--- src/rtl/prog_loader.sv ---
// prog_loader: writer side of the uP program-memory interface.
// Takes a host byte stream of the form LEN_HI, LEN_LO, DATA[len], CHECKSUM and writes the data
// bytes into program memory from BASE_ADDR upwards. It holds the uP in reset while loading and
// releases it only when the 8-bit additive checksum of the data bytes matches.
//
// Ports:
//   i_clk        system clock, rising edge
//   i_reset      asynchronous, active-high reset
//   i_start      load request pulse, honoured only when idle, done or in error
//   i_rx_valid   host byte valid
//   i_rx_data    host byte
//   o_rx_ready   loader accepts a byte this cycle (equal to o_busy)
//   o_mem_we     program-memory write strobe, one cycle per data byte
//   o_mem_addr   program-memory write address
//   o_mem_wdata  program-memory write data
//   o_cpu_hold   uP reset: high while loading and after an error
//   o_busy       high while a load is in progress
//   o_done       high after a verified load
//   o_err_code   00 none, 01 bad header, 10 checksum mismatch, 11 timeout
module prog_loader #(
  parameter int unsigned ADDR_W    = 12,
  parameter int unsigned DATA_W    = 8,
  parameter int unsigned BASE_ADDR = 0,
  parameter int unsigned TIMEOUT   = 255
) (
  input  logic              i_clk,
  input  logic              i_reset,
  input  logic              i_start,
  input  logic              i_rx_valid,
  input  logic [DATA_W-1:0] i_rx_data,
  output logic              o_rx_ready,
  output logic              o_mem_we,
  output logic [ADDR_W-1:0] o_mem_addr,
  output logic [DATA_W-1:0] o_mem_wdata,
  output logic              o_cpu_hold,
  output logic              o_busy,
  output logic              o_done,
  output logic [1:0]        o_err_code
);

  // Upper length bits carried in the low nibble of the LEN_HI byte.
  localparam int unsigned HiW  = ADDR_W - DATA_W;
  localparam int unsigned TmoW = $clog2(TIMEOUT + 1);

  typedef enum logic [2:0] {
    StIdle, StLenHi, StLenLo, StData, StCheck, StDone, StErr
  } state_e;

  state_e              r_state;
  logic [ADDR_W-1:0]   r_len;
  logic [ADDR_W-1:0]   r_idx;
  logic [DATA_W-1:0]   r_sum;
  logic [TmoW-1:0]     r_tmo;
  logic                r_we;
  logic [ADDR_W-1:0]   r_addr;
  logic [DATA_W-1:0]   r_wdata;
  logic                r_hold;
  logic [1:0]          r_err;

  logic w_busy;
  logic w_accept;
  logic w_tmo_hit;

  assign w_busy    = (r_state == StLenHi) || (r_state == StLenLo) ||
                     (r_state == StData)  || (r_state == StCheck);
  assign w_accept  = i_rx_valid && w_busy;
  // Counter value on the last idle cycle allowed; one more idle edge expires the load.
  assign w_tmo_hit = (r_tmo == TmoW'(TIMEOUT - 1));

  always_ff @(posedge i_clk or posedge i_reset) begin
    if (i_reset) begin
      r_state <= StIdle;
      r_len   <= '0;
      r_idx   <= '0;
      r_sum   <= '0;
      r_tmo   <= '0;
      r_we    <= 1'b0;
      r_addr  <= '0;
      r_wdata <= '0;
      r_hold  <= 1'b0;
      r_err   <= 2'b00;
    end else begin
      r_we <= 1'b0;

      // Idle-cycle watchdog; an accept on the expiry edge takes priority below.
      if (w_busy && !w_accept) begin
        if (w_tmo_hit) begin
          r_state <= StErr;
          r_err   <= 2'b11;
        end else begin
          r_tmo <= r_tmo + TmoW'(1);
        end
      end

      case (r_state)
        StIdle, StDone, StErr: begin
          if (i_start) begin
            r_state <= StLenHi;
            r_hold  <= 1'b1;
            r_err   <= 2'b00;
            r_len   <= '0;
            r_idx   <= '0;
            r_sum   <= '0;
            r_tmo   <= '0;
          end
        end
        StLenHi: begin
          if (w_accept) begin
            r_tmo <= '0;
            if (i_rx_data[DATA_W-1:HiW] != '0) begin
              r_state <= StErr;
              r_err   <= 2'b01;
            end else begin
              r_len[ADDR_W-1:DATA_W] <= i_rx_data[HiW-1:0];
              r_state                <= StLenLo;
            end
          end
        end
        StLenLo: begin
          if (w_accept) begin
            r_tmo              <= '0;
            r_len[DATA_W-1:0]  <= i_rx_data;
            if ({r_len[ADDR_W-1:DATA_W], i_rx_data} == '0) r_state <= StCheck;
            else                                            r_state <= StData;
          end
        end
        StData: begin
          if (w_accept) begin
            r_tmo   <= '0;
            r_we    <= 1'b1;
            r_addr  <= ADDR_W'(BASE_ADDR) + r_idx;  // wraps at 2^ADDR_W by truncation
            r_wdata <= i_rx_data;
            r_idx   <= r_idx + ADDR_W'(1);
            r_sum   <= r_sum + i_rx_data;
            if (r_idx + ADDR_W'(1) == r_len) r_state <= StCheck;
          end
        end
        StCheck: begin
          if (w_accept) begin
            r_tmo <= '0;
            if (i_rx_data == r_sum) begin
              r_state <= StDone;
              r_hold  <= 1'b0;
            end else begin
              r_state <= StErr;
              r_err   <= 2'b10;
            end
          end
        end
        default: r_state <= StIdle;
      endcase
    end
  end

  assign o_rx_ready  = w_busy;
  assign o_busy      = w_busy;
  assign o_done      = (r_state == StDone);
  assign o_mem_we    = r_we;
  assign o_mem_addr  = r_addr;
  assign o_mem_wdata = r_wdata;
  assign o_cpu_hold  = r_hold;
  assign o_err_code  = r_err;

endmodule

--- config.mk ---
export PLATFORM = sky130hd
export DESIGN_NAME = prog_loader
export DESIGN_NICKNAME = d
export VERILOG_FILES = /design/src/rtl/prog_loader.sv
export SDC_FILE = /design/constraint.sdc
export NUM_CORES = 1
export LEC_CHECK = 0
export BUFFER_PORTS_ARGS = -buffer_cell sky130_fd_sc_hd__buf_2
export CAP_MARGIN = 20
export CORE_MARGIN = 2
export CORE_UTILIZATION = 59
export DETAILED_ROUTE_END_ITERATION = 8
export GPL_TIMING_DRIVEN = 0
export PLACE_DENSITY = 0.82
export RECOVER_POWER = 25
export SLEW_MARGIN = 20
export SYNTH_ARGS = -nofsm -noshare
export SYNTH_HDL_FRONTEND = slang
export SYNTH_SLANG_ARGS = --single-unit
export TNS_END_PERCENT = 20
--- constraint.sdc ---
create_clock -name i_clk -period 3.3 [get_ports i_clk]
set_input_delay 0.33 -clock i_clk [delete_from_list [all_inputs] [get_ports i_clk]]
set_output_delay 0.33 -clock i_clk [all_outputs]
set_load 0.03 [all_outputs]
# ---- Yosys cells after proc, flatten, opt, wreduce, memory -nomap -nowiden
# Cells that the tools add are included.
dict set report word_totals {
  output_inout_bits 27
  wordCells 92
  mem_count 0
  mem_bits_rw 0
  ff_bits 67
  latchBits 0
  rom_bits 0
}
dict set report classes {
  n_mul 0
  shift 0
  div 0
  reduce_logical 20
  n_bitwise 0
  order_cmp 0
  add_sub_neg 3
  n_eq_ne 16
  muxes 42
}
# cell n
set op_table {}
lappend op_table {{8-bit two-way mux} 7}
lappend op_table {{8-bit case mux with 2 select lines} 3}
lappend op_table {{3-bit two-way mux} 10}
lappend op_table {{12-bit two-way mux} 2}
lappend op_table {{12-bit case mux with 2 select lines} 1}
lappend op_table {{2-bit two-way mux} 8}
lappend op_table {{3-bit case mux with 5 select lines} 1}
lappend op_table {{12-bit by 1-bit adder with 12-bit output, second input constant} 1}
lappend op_table {{12-bit equality test} 1}
lappend op_table {{12-bit logical NOT} 1}
lappend op_table {{2-bit inequality test, second input constant} 6}
lappend op_table {{3-bit equality test, second input constant} 3}
lappend op_table {{8-bit by 1-bit adder with 8-bit output, second input constant} 1}
lappend op_table {{8-bit adder} 1}
lappend op_table {{8-bit equality test} 1}
lappend op_table {{8-bit equality test, second input constant} 1}
lappend op_table {{4-bit two-way mux} 2}
lappend op_table {{4-bit case mux with 2 select lines} 1}
lappend op_table {{4-bit AND reduction} 2}
lappend op_table {{2-bit nonzero test} 4}
lappend op_table {{3-bit by 2-bit equality test with 1-bit output, second input constant} 2}
lappend op_table {{2-bit case mux with 3 select lines} 1}
lappend op_table {{3-bit AND reduction} 2}
lappend op_table {{1-bit two-way mux} 5}
lappend op_table {{other kinds (11)} 14}

# ---- Logic depth before layout (Yosys ltp)
# Gate-level depths: netlist of run 1.
dict set report depth {
  word_depth 11
  mapped_depth 9
}

# ---- Worst setup path before layout of run 1
# OpenSTA, ideal clock, no wires.
dict set report synth_path {
  kind {register -> register}
  from {register r_idx[0]}
  to {register r_state[0]}
  synth_period_minus_slack_ns 2.359
  required_time_ns 3.181
  slack_ns 0.941
  path_stages_with_launch 8
  setup_ns 0.119
  arrival_ns 2.240
  cell_sequence {dfrtp_1 ha_1 nand3_2 or4_4 xnor2_2 a2111oi_2 o2111ai_1 o21ba_1}
}
dict set report synth_via {
  elab_chain_cells 5
}
# element line
set synth_lines {}
lappend synth_lines {{start, declared} 51} ;# logic [ADDR_W-1:0] r_idx;
lappend synth_lines {{start signal, assigned} 133} ;# r_idx <= r_idx + ADDR_W'(1);
lappend synth_lines {{12-bit by 1-bit adder with 12-bit output} 135} ;# if (r_idx + ADDR_W'(1) == r_len) r_state <= StCheck;
lappend synth_lines {{12-bit equality test} 135}
lappend synth_lines {{3-bit two-way mux} 135}
lappend synth_lines {{3-bit two-way mux} 128} ;# if (w_accept) begin
lappend synth_lines {{3-bit case mux with 5 select lines} 95} ;# case (r_state)
lappend synth_lines {{end signal, assigned} 98} ;# r_state <= StLenHi;
lappend synth_lines {{end signal, assigned} 135}
lappend synth_lines {{end signal, assigned} 142} ;# r_state <= StDone;
lappend synth_lines {{end, declared} 49} ;# state_e r_state;
# Every way passes these cells.
# A chain may end at the register's enable or synchronous reset.

# ---- Worst setup path after layout of run 1
# Same ends and word-level chain as after synthesis.

==> impl_metrics.env, run 1 <==
export IMPL_routed_top_layer="met4"
export IMPL_cts_clk_slew_worst_paths_ns=0.08
export IMPL_ctsResizeCount=0
export IMPL_synth_area_um2=3870
export IMPL_hold_violations=0
export IMPL_rows=29
export IMPL_dr_pass1_iters=7
export IMPL_leakage_uw=0.00213
export IMPL_slew_limit_headroom=0.0781
export IMPL_ant_nets=0
export IMPL_fmax_mhz=375
export IMPL_dr_wl_met2_mm=4.29
export IMPL_vdd_drop_max_mv=0.573
export IMPL_whs_ns=0.256
export IMPL_synth_edf_count=0
export IMPL_outcome="finished, final reports clean"
export IMPL_tritoncts="done"
export IMPL_cts_buffers=9
export IMPL_setup_worst_path_start_class="register"
export IMPL_synth_nets=478
export IMPL_postCtsSetupBuffers=0
export IMPL_worstPathRequired_ns=3.54
export IMPL_finalSetupViolCount=0
export IMPL_postCtsHoldBufs=1
export IMPL_path_class="reg -> reg"
export IMPL_r2r_cells=7
export IMPL_io_pins=39
export IMPL_synth_common_cells="113 x nand2_1, 67 x dfrtp_1, 34 x o21ai_0, 29 x nor2_1, 20 x nand3_1"
export IMPL_critPathMaxFanout=7
export IMPL_tns_ns=0
export IMPL_core_um2=6350
export IMPL_drc_errors=0
export IMPL_slew_violations=0
export IMPL_synth_seq_area_share=0.434
export IMPL_grt_setup_unrepaired="false"
export IMPL_die_h_um=85.0
export IMPL_htree_levels=3
export IMPL_endpoint_kind="register"
export IMPL_wl_per_cell_um=15.7
export IMPL_crit_chain="ha_1, nand3_2, or4_4, xnor2_2, a2111oi_2, o2111ai_1, o21ba_1"
export IMPL_crit_slowest_cell="or4_4"
export IMPL_vias_per_cell=5.99
export IMPL_hold_depth=3
export IMPL_gp_congestion=0.888
export IMPL_initial_core_util=0.609
export IMPL_synth_area_leaders="dfrtp_1 43%, nand2_1 11%, o21ai_0 4.4%, ha_1 3.2%, xnor2_1 2.9%"
export IMPL_die_area_um2=7220
export IMPL_port_buffers=38
export IMPL_cts_root_buf="clkbuf_8"
export IMPL_power_density_nw_per_um2=862
export IMPL_synth_top_flop_cell="dfrtp_1"
export IMPL_syn_inst=455
export IMPL_first_global_vias=3346
export IMPL_cts_path_max_buffers=2
export IMPL_cap_violations=0
export IMPL_fin_crit_sh=0.808
export IMPL_wl_met1_mm=3.97
export IMPL_drive_above_1_share=0.159
export IMPL_dp_hpwl_mm=6.51
export IMPL_diodes=0
export IMPL_async_flop_share=1.00
export IMPL_clock_sinks=67
export IMPL_area_growth_pct=13.9
export IMPL_grt_first_pass_wirelength_mm=15.6
export IMPL_critPathMaxStageDelay_ns=0.60
export IMPL_grt_max_degree=60
export IMPL_hold_path_class="in -> reg"
export IMPL_first_iter_violations=269
export IMPL_vias=3522
export IMPL_wl_mm=9.21
export IMPL_synth_top_area_frac=0.434
export IMPL_antenna_found_initial=0
export IMPL_track_usage=0.271
export IMPL_clock_latency_ns=0.35
export IMPL_min_period_ns=2.66
export IMPL_ys_types=59
export IMPL_synth_most_common_cell="nand2_1"
export IMPL_syn_avg_cell_area_um2=8.50
export IMPL_dr_wl_met3_um=600
export IMPL_yosysTopAreaCell="dfrtp_1"
export IMPL_die_w_um=85.0
export IMPL_overflow=0
export IMPL_yosysWarnings=0
export IMPL_worst_pin_slew_ns=1.38
export IMPL_fin_skew_ns=0.0111
export IMPL_ys_seq_elements=67
export IMPL_fin_nets=529
export IMPL_critPathArrivalTime_ns=2.91
layout make-up:
cell class,count,area (um^2)
multi-input cells,353,2030
fillers,499,1950
flip-flops and latches,67,1680
repair buffers,40,204
clock buffers,11,151
plain buffers,25,121
well taps,77,96.3
clock inverters,5,83.8
inverters,10,38.8
final timing paths:
kind | start | end | slack (ns)
setup / recovery | r_idx[0] | r_state[0] | 0.64
hold / removal | i_rx_data[4] | o_mem_wdata[4] | 0.26
setup reg to reg | r_idx[0] | r_state[0] | 0.64
hold reg to reg | o_mem_wdata[7] | o_mem_wdata[7] | 0.47
max in group asynchronous | i_reset | o_mem_we | 1.20
min in group asynchronous | i_reset | r_tmo[1] | 0.46
power by group:
group / total (uW) / switching, uW / leakage [uW] / internal [uW]
combinational: 1780 / 1140 / 0.00113 / 645
clock: 804 / 335 / 0.000112 / 469
sequential: 1210 / 176 / 0.000895 / 1030
worst max-delay path, delay by kind of cell (launching register included):
kind                     cells  cell delay, ns
adder cells (fa/ha/maj)      1            0.32
AND/OR/NAND/NOR              2            0.76
AO/OA/AOI/OAI                3            0.83
XOR/XNOR                     1            0.16
flip-flops                   1            0.49
flip-flops by register name, summed over array words and instances, names as in the netlist:
name         flops
r_idx           12
r_state          3
r_tmo            8
r_sum            8
o_mem_addr      12
r_len           12
o_mem_wdata      8
o_mem_we         1
o_cpu_hold       1
o_err_code       2
metal layers:
layer | vias up | track usage
met1 | 1667 | 0.370
met5 | - | 0
met4 | 0 | 0.153
met3 | 33 | 0.0370
li1 | 1674 | -
met2 | 148 | 0.418
kinds of logic (layout without fill, tap and decap cells):
logic type / Yosys count / count (layout) / share of synthesized area
XOR/XNOR: 27 / 27 / 0.0631
AO/OA/AOI/OAI: 95 / 95 / 0.158
adder cells (fa/ha/maj): 11 / 11 / 0.0375
buffers and inverters: 35 / 91 / 0.0411
multiplexers: 2 / 2 / 0.00550
AND/OR/NAND/NOR: 218 / 218 / 0.261
flip-flops: 67 / 67 / 0.434
metrics by stage:
step                power [uW]  cell area, um^2  std cells  worst slack, ns  utilization
global route              4050             4400        588            0.530        0.693
detailed placement        2980             4180        571            0.659        0.659
floorplan                 2530             3870        455            0.941            -
CTS                       3790             4430        588            0.638        0.697
global placement          2900             4150        570            0.489        0.654
finish                    3800             4400        588            0.635        0.693
cell usage in the layout, fill, tap and decap left out, drive strengths merged, types with 4 or more instances in the layout:
| cell type | synthesis | layout |
|---|---|---|
| nand2 | 113 | 113 |
| dfrtp | 67 | 67 |
| buf | 14 | 51 |
| o21ai | 37 | 37 |
| nor2 | 29 | 29 |
| clkbuf | 11 | 24 |
| nand3 | 21 | 21 |
| a21oi | 19 | 19 |
| xnor2 | 14 | 14 |
| xor2 | 13 | 13 |
| nor3 | 11 | 11 |
| ha | 10 | 10 |
| inv | 10 | 10 |
| nor4 | 8 | 8 |
| nor2b | 6 | 6 |
| a211oi | 5 | 5 |
| a21o | 5 | 5 |
| or3 | 5 | 5 |
| a31oi | 4 | 4 |
| and3 | 4 | 4 |
| nand4 | 4 | 4 |
| and2 | 4 | 4 |
No activity file was read; power rests on OpenSTA's default activity.
==> inputs of run 2 (changes only) <==
--- a/config.mk
+++ b/config.mk
@@ -8,10 +8,10 @@
 export BUFFER_PORTS_ARGS = -buffer_cell sky130_fd_sc_hd__buf_2
 export CAP_MARGIN = 20
 export CORE_MARGIN = 2
-export CORE_UTILIZATION = 59
+export CORE_UTILIZATION = 53
 export DETAILED_ROUTE_END_ITERATION = 8
 export GPL_TIMING_DRIVEN = 0
-export PLACE_DENSITY = 0.82
+export PLACE_DENSITY = 0.78
 export RECOVER_POWER = 25
 export SLEW_MARGIN = 20
 export SYNTH_ARGS = -nofsm -noshare
==> constraint.sdc (replaced) <==
create_clock -name i_clk -period 2.4 [get_ports i_clk]
set_input_delay 0.24 -clock i_clk [delete_from_list [all_inputs] [get_ports i_clk]]
set_output_delay 0.24 -clock i_clk [all_outputs]
set_load 0.03 [all_outputs]
==> run 2 against run 1 <==
Effect of this change: count of clock-buffer cells in the layout did not move; critical endpoint unchanged; sequential cell count did not move; clock power rose by 12%; first-iteration DRC count fell by 13%; register-to-register slack got worse by 0.62 ns; sequential power rose by 36%; die area rose by 11%; via count barely moved; worst setup slack got worse by 0.62 ns; sequential share of layout area fell by 0.26 points; global-route usage fell by 2.4 points; core utilization fell by 7.5 points.
==> impl_metrics.env, run 2 (synthesis results as in run 1) <==
export IMPL_port_buffers=38
export IMPL_grt_max_degree=60
export IMPL_wl_mm=9.48
export IMPL_crit_chain="clkbuf_1, nand2_1, or4_4, xnor2_2, a2111oi_4, o2111ai_2, o21ba_1"
export IMPL_cts_clk_slew_worst_paths_ns=0.08
export IMPL_critPathBufInv=1
export IMPL_vias_per_cell=5.76
export IMPL_antenna_found_initial=0
export IMPL_slew_violations=0
export IMPL_critPathMaxStageDelay_ns=0.57
export IMPL_layout_commonest_cell="nand2_1"
export IMPL_cp_top_family="compound AO/OA/AOI/OAI gates"
export IMPL_io_pins=39
export IMPL_die_area_um2=7990
export IMPL_whs_ns=0.155
export IMPL_dp_hpwl_mm=6.54
export IMPL_leakage_uw=0.00212
export IMPL_crit_slowest_cell="or4_4"
export IMPL_fin_crit_sh=0.993
export IMPL_worstPathRequired_ns=2.65
export IMPL_fin_skew_ns=0.00819
export IMPL_power_total_uw=5080
export IMPL_wl_per_cell_um=15.5
export IMPL_path_class="reg -> reg"
export IMPL_hold_violations=0
export IMPL_first_global_vias=3150
export IMPL_outcome="finished, final reports clean"
export IMPL_area_growth_pct=14.8
export IMPL_ant_nets=0
export IMPL_core_um2=7180
export IMPL_overflow=0
export IMPL_fin_nets=531
export IMPL_fmax_mhz=420
export IMPL_fillers=650
export IMPL_grt_first_pass_wirelength_mm=15.1
export IMPL_slew_limit_headroom=0.142
export IMPL_cap_violations=0
export IMPL_rows=31
export IMPL_worst_pin_slew_ns=1.29
export IMPL_cts_root_buf="clkbuf_8"
export IMPL_dp_cells=593
export IMPL_cts_path_max_buffers=2
export IMPL_gp_congestion=0.916
export IMPL_power_density_nw_per_um2=1150
export IMPL_drive_above_1_share=0.173
export IMPL_die_h_um=89.4
export IMPL_clock_sinks=67
export IMPL_min_period_ns=2.38
export IMPL_drc_errors=0
export IMPL_vdd_drop_max_mv=0.709
export IMPL_track_usage=0.247
export IMPL_initial_core_util=0.539
export IMPL_finalSetupViolCount=0
export IMPL_grt_setup_unrepaired="true"
export IMPL_critPathArrivalTime_ns=2.63
export IMPL_first_iter_violations=233
export IMPL_die_w_um=89.4
export IMPL_hold_path_class="in -> reg"
export IMPL_critPathMaxFanout=7
export IMPL_final_cell_mix="113 x nand2_1, 66 x dfrtp_1, 51 x buf_2, 34 x o21ai_0, 27 x nor2_1"
export IMPL_clock_latency_ns=0.35
export IMPL_diodes=0
export IMPL_vias=3523
export IMPL_setup_worst_path_start_class="register"
export IMPL_finalNonFillerCells=612
export IMPL_htree_levels=3
export IMPL_tritoncts="done"
export IMPL_cts_buffers=9
export IMPL_dr_pass1_iters=5
export IMPL_endpoint_kind="register"
[run 2: final cells by class]
class	instances	area [um^2]	area share
sequential	67	1680	0.378
inverter	10	38.8	0.00874
multi-input combinational	353	2070	0.466
clock buffer	11	151	0.0341
buffer	25	121	0.0274
tap	99	124	0.0279
timing repair buffer	42	220	0.0496
clock inverter	5	36.3	0.00818
[run 2: timing repair]
action                                 in CTS  in global routing
resized for setup                           5                  2
setup endpoints to repair                   3                 20
buffers inserted                            2                  0
hold buffers                                1                  0
pin swaps                                   1                  0
endpoints found under the hold margin       8                  0
[run 2: worst register-to-register path, delay by kind of cell, from the launching register on]
family / cells / cell delay, ns
AOI/OAI and AO/OA: 3 / 0.78
buffers and inverters: 1 / 0.28
DFF: 1 / 0.33
and+or+nand+nor: 2 / 0.71
xor gates and xnor gates: 1 / 0.17
[run 2: through the flow]
step            util  worst slack, ns  setup TNS, ns  cell area, um^2
3_5_place_dp   0.587           -0.276         -0.682             4210
6_report       0.618           0.0166              0             4440
3_3_place_gp   0.583           -0.345         -23.34             4180
5_1_grt        0.618          -0.0776         -0.163             4440
2_1_floorplan      -           0.0410              0             3870
4_1_cts        0.621           0.0379              0             4460
[run 2: worst paths after layout]
| path | start | end | slack (ns) | depth (start not counted) |
|---|---|---|---|---|
| worst max-delay path | r_idx[5] | r_state[0] | 0.02 | 7 |
| max in group asynchronous | i_reset | r_idx[0] | 0.36 | 4 |
| min in group asynchronous | i_reset | o_err_code[0] | 0.40 | 3 |
| worst min register to register | o_mem_wdata[7] | o_mem_wdata[7] | 0.47 | 2 |
| worst min-delay path | i_rx_data[6] | o_mem_wdata[6] | 0.16 | 3 |
| worst max register to register | r_idx[5] | r_state[0] | 0.02 | 7 |
[run 2: where the power goes]
| group | internal [uW] | switching [uW] |
|---|---|---|
| registers | 1420 | 222 |
| clock network | 433 | 469 |
| logic | 924 | 1610 |
| total | 2780 | 2300 |
[run 2: layer usage]
metal / up-vias / share of wire / GRT usage / wire length, um
met5: - / 0 / 0 / 0
met3: 19 / 0.051 / 0.0388 / 487
met1: 1685 / 0.45 / 0.339 / 4250
li1: 1678 / - / - / -
met4: 0 / 0.018 / 0.0801 / 169
met2: 141 / 0.48 / 0.403 / 4570
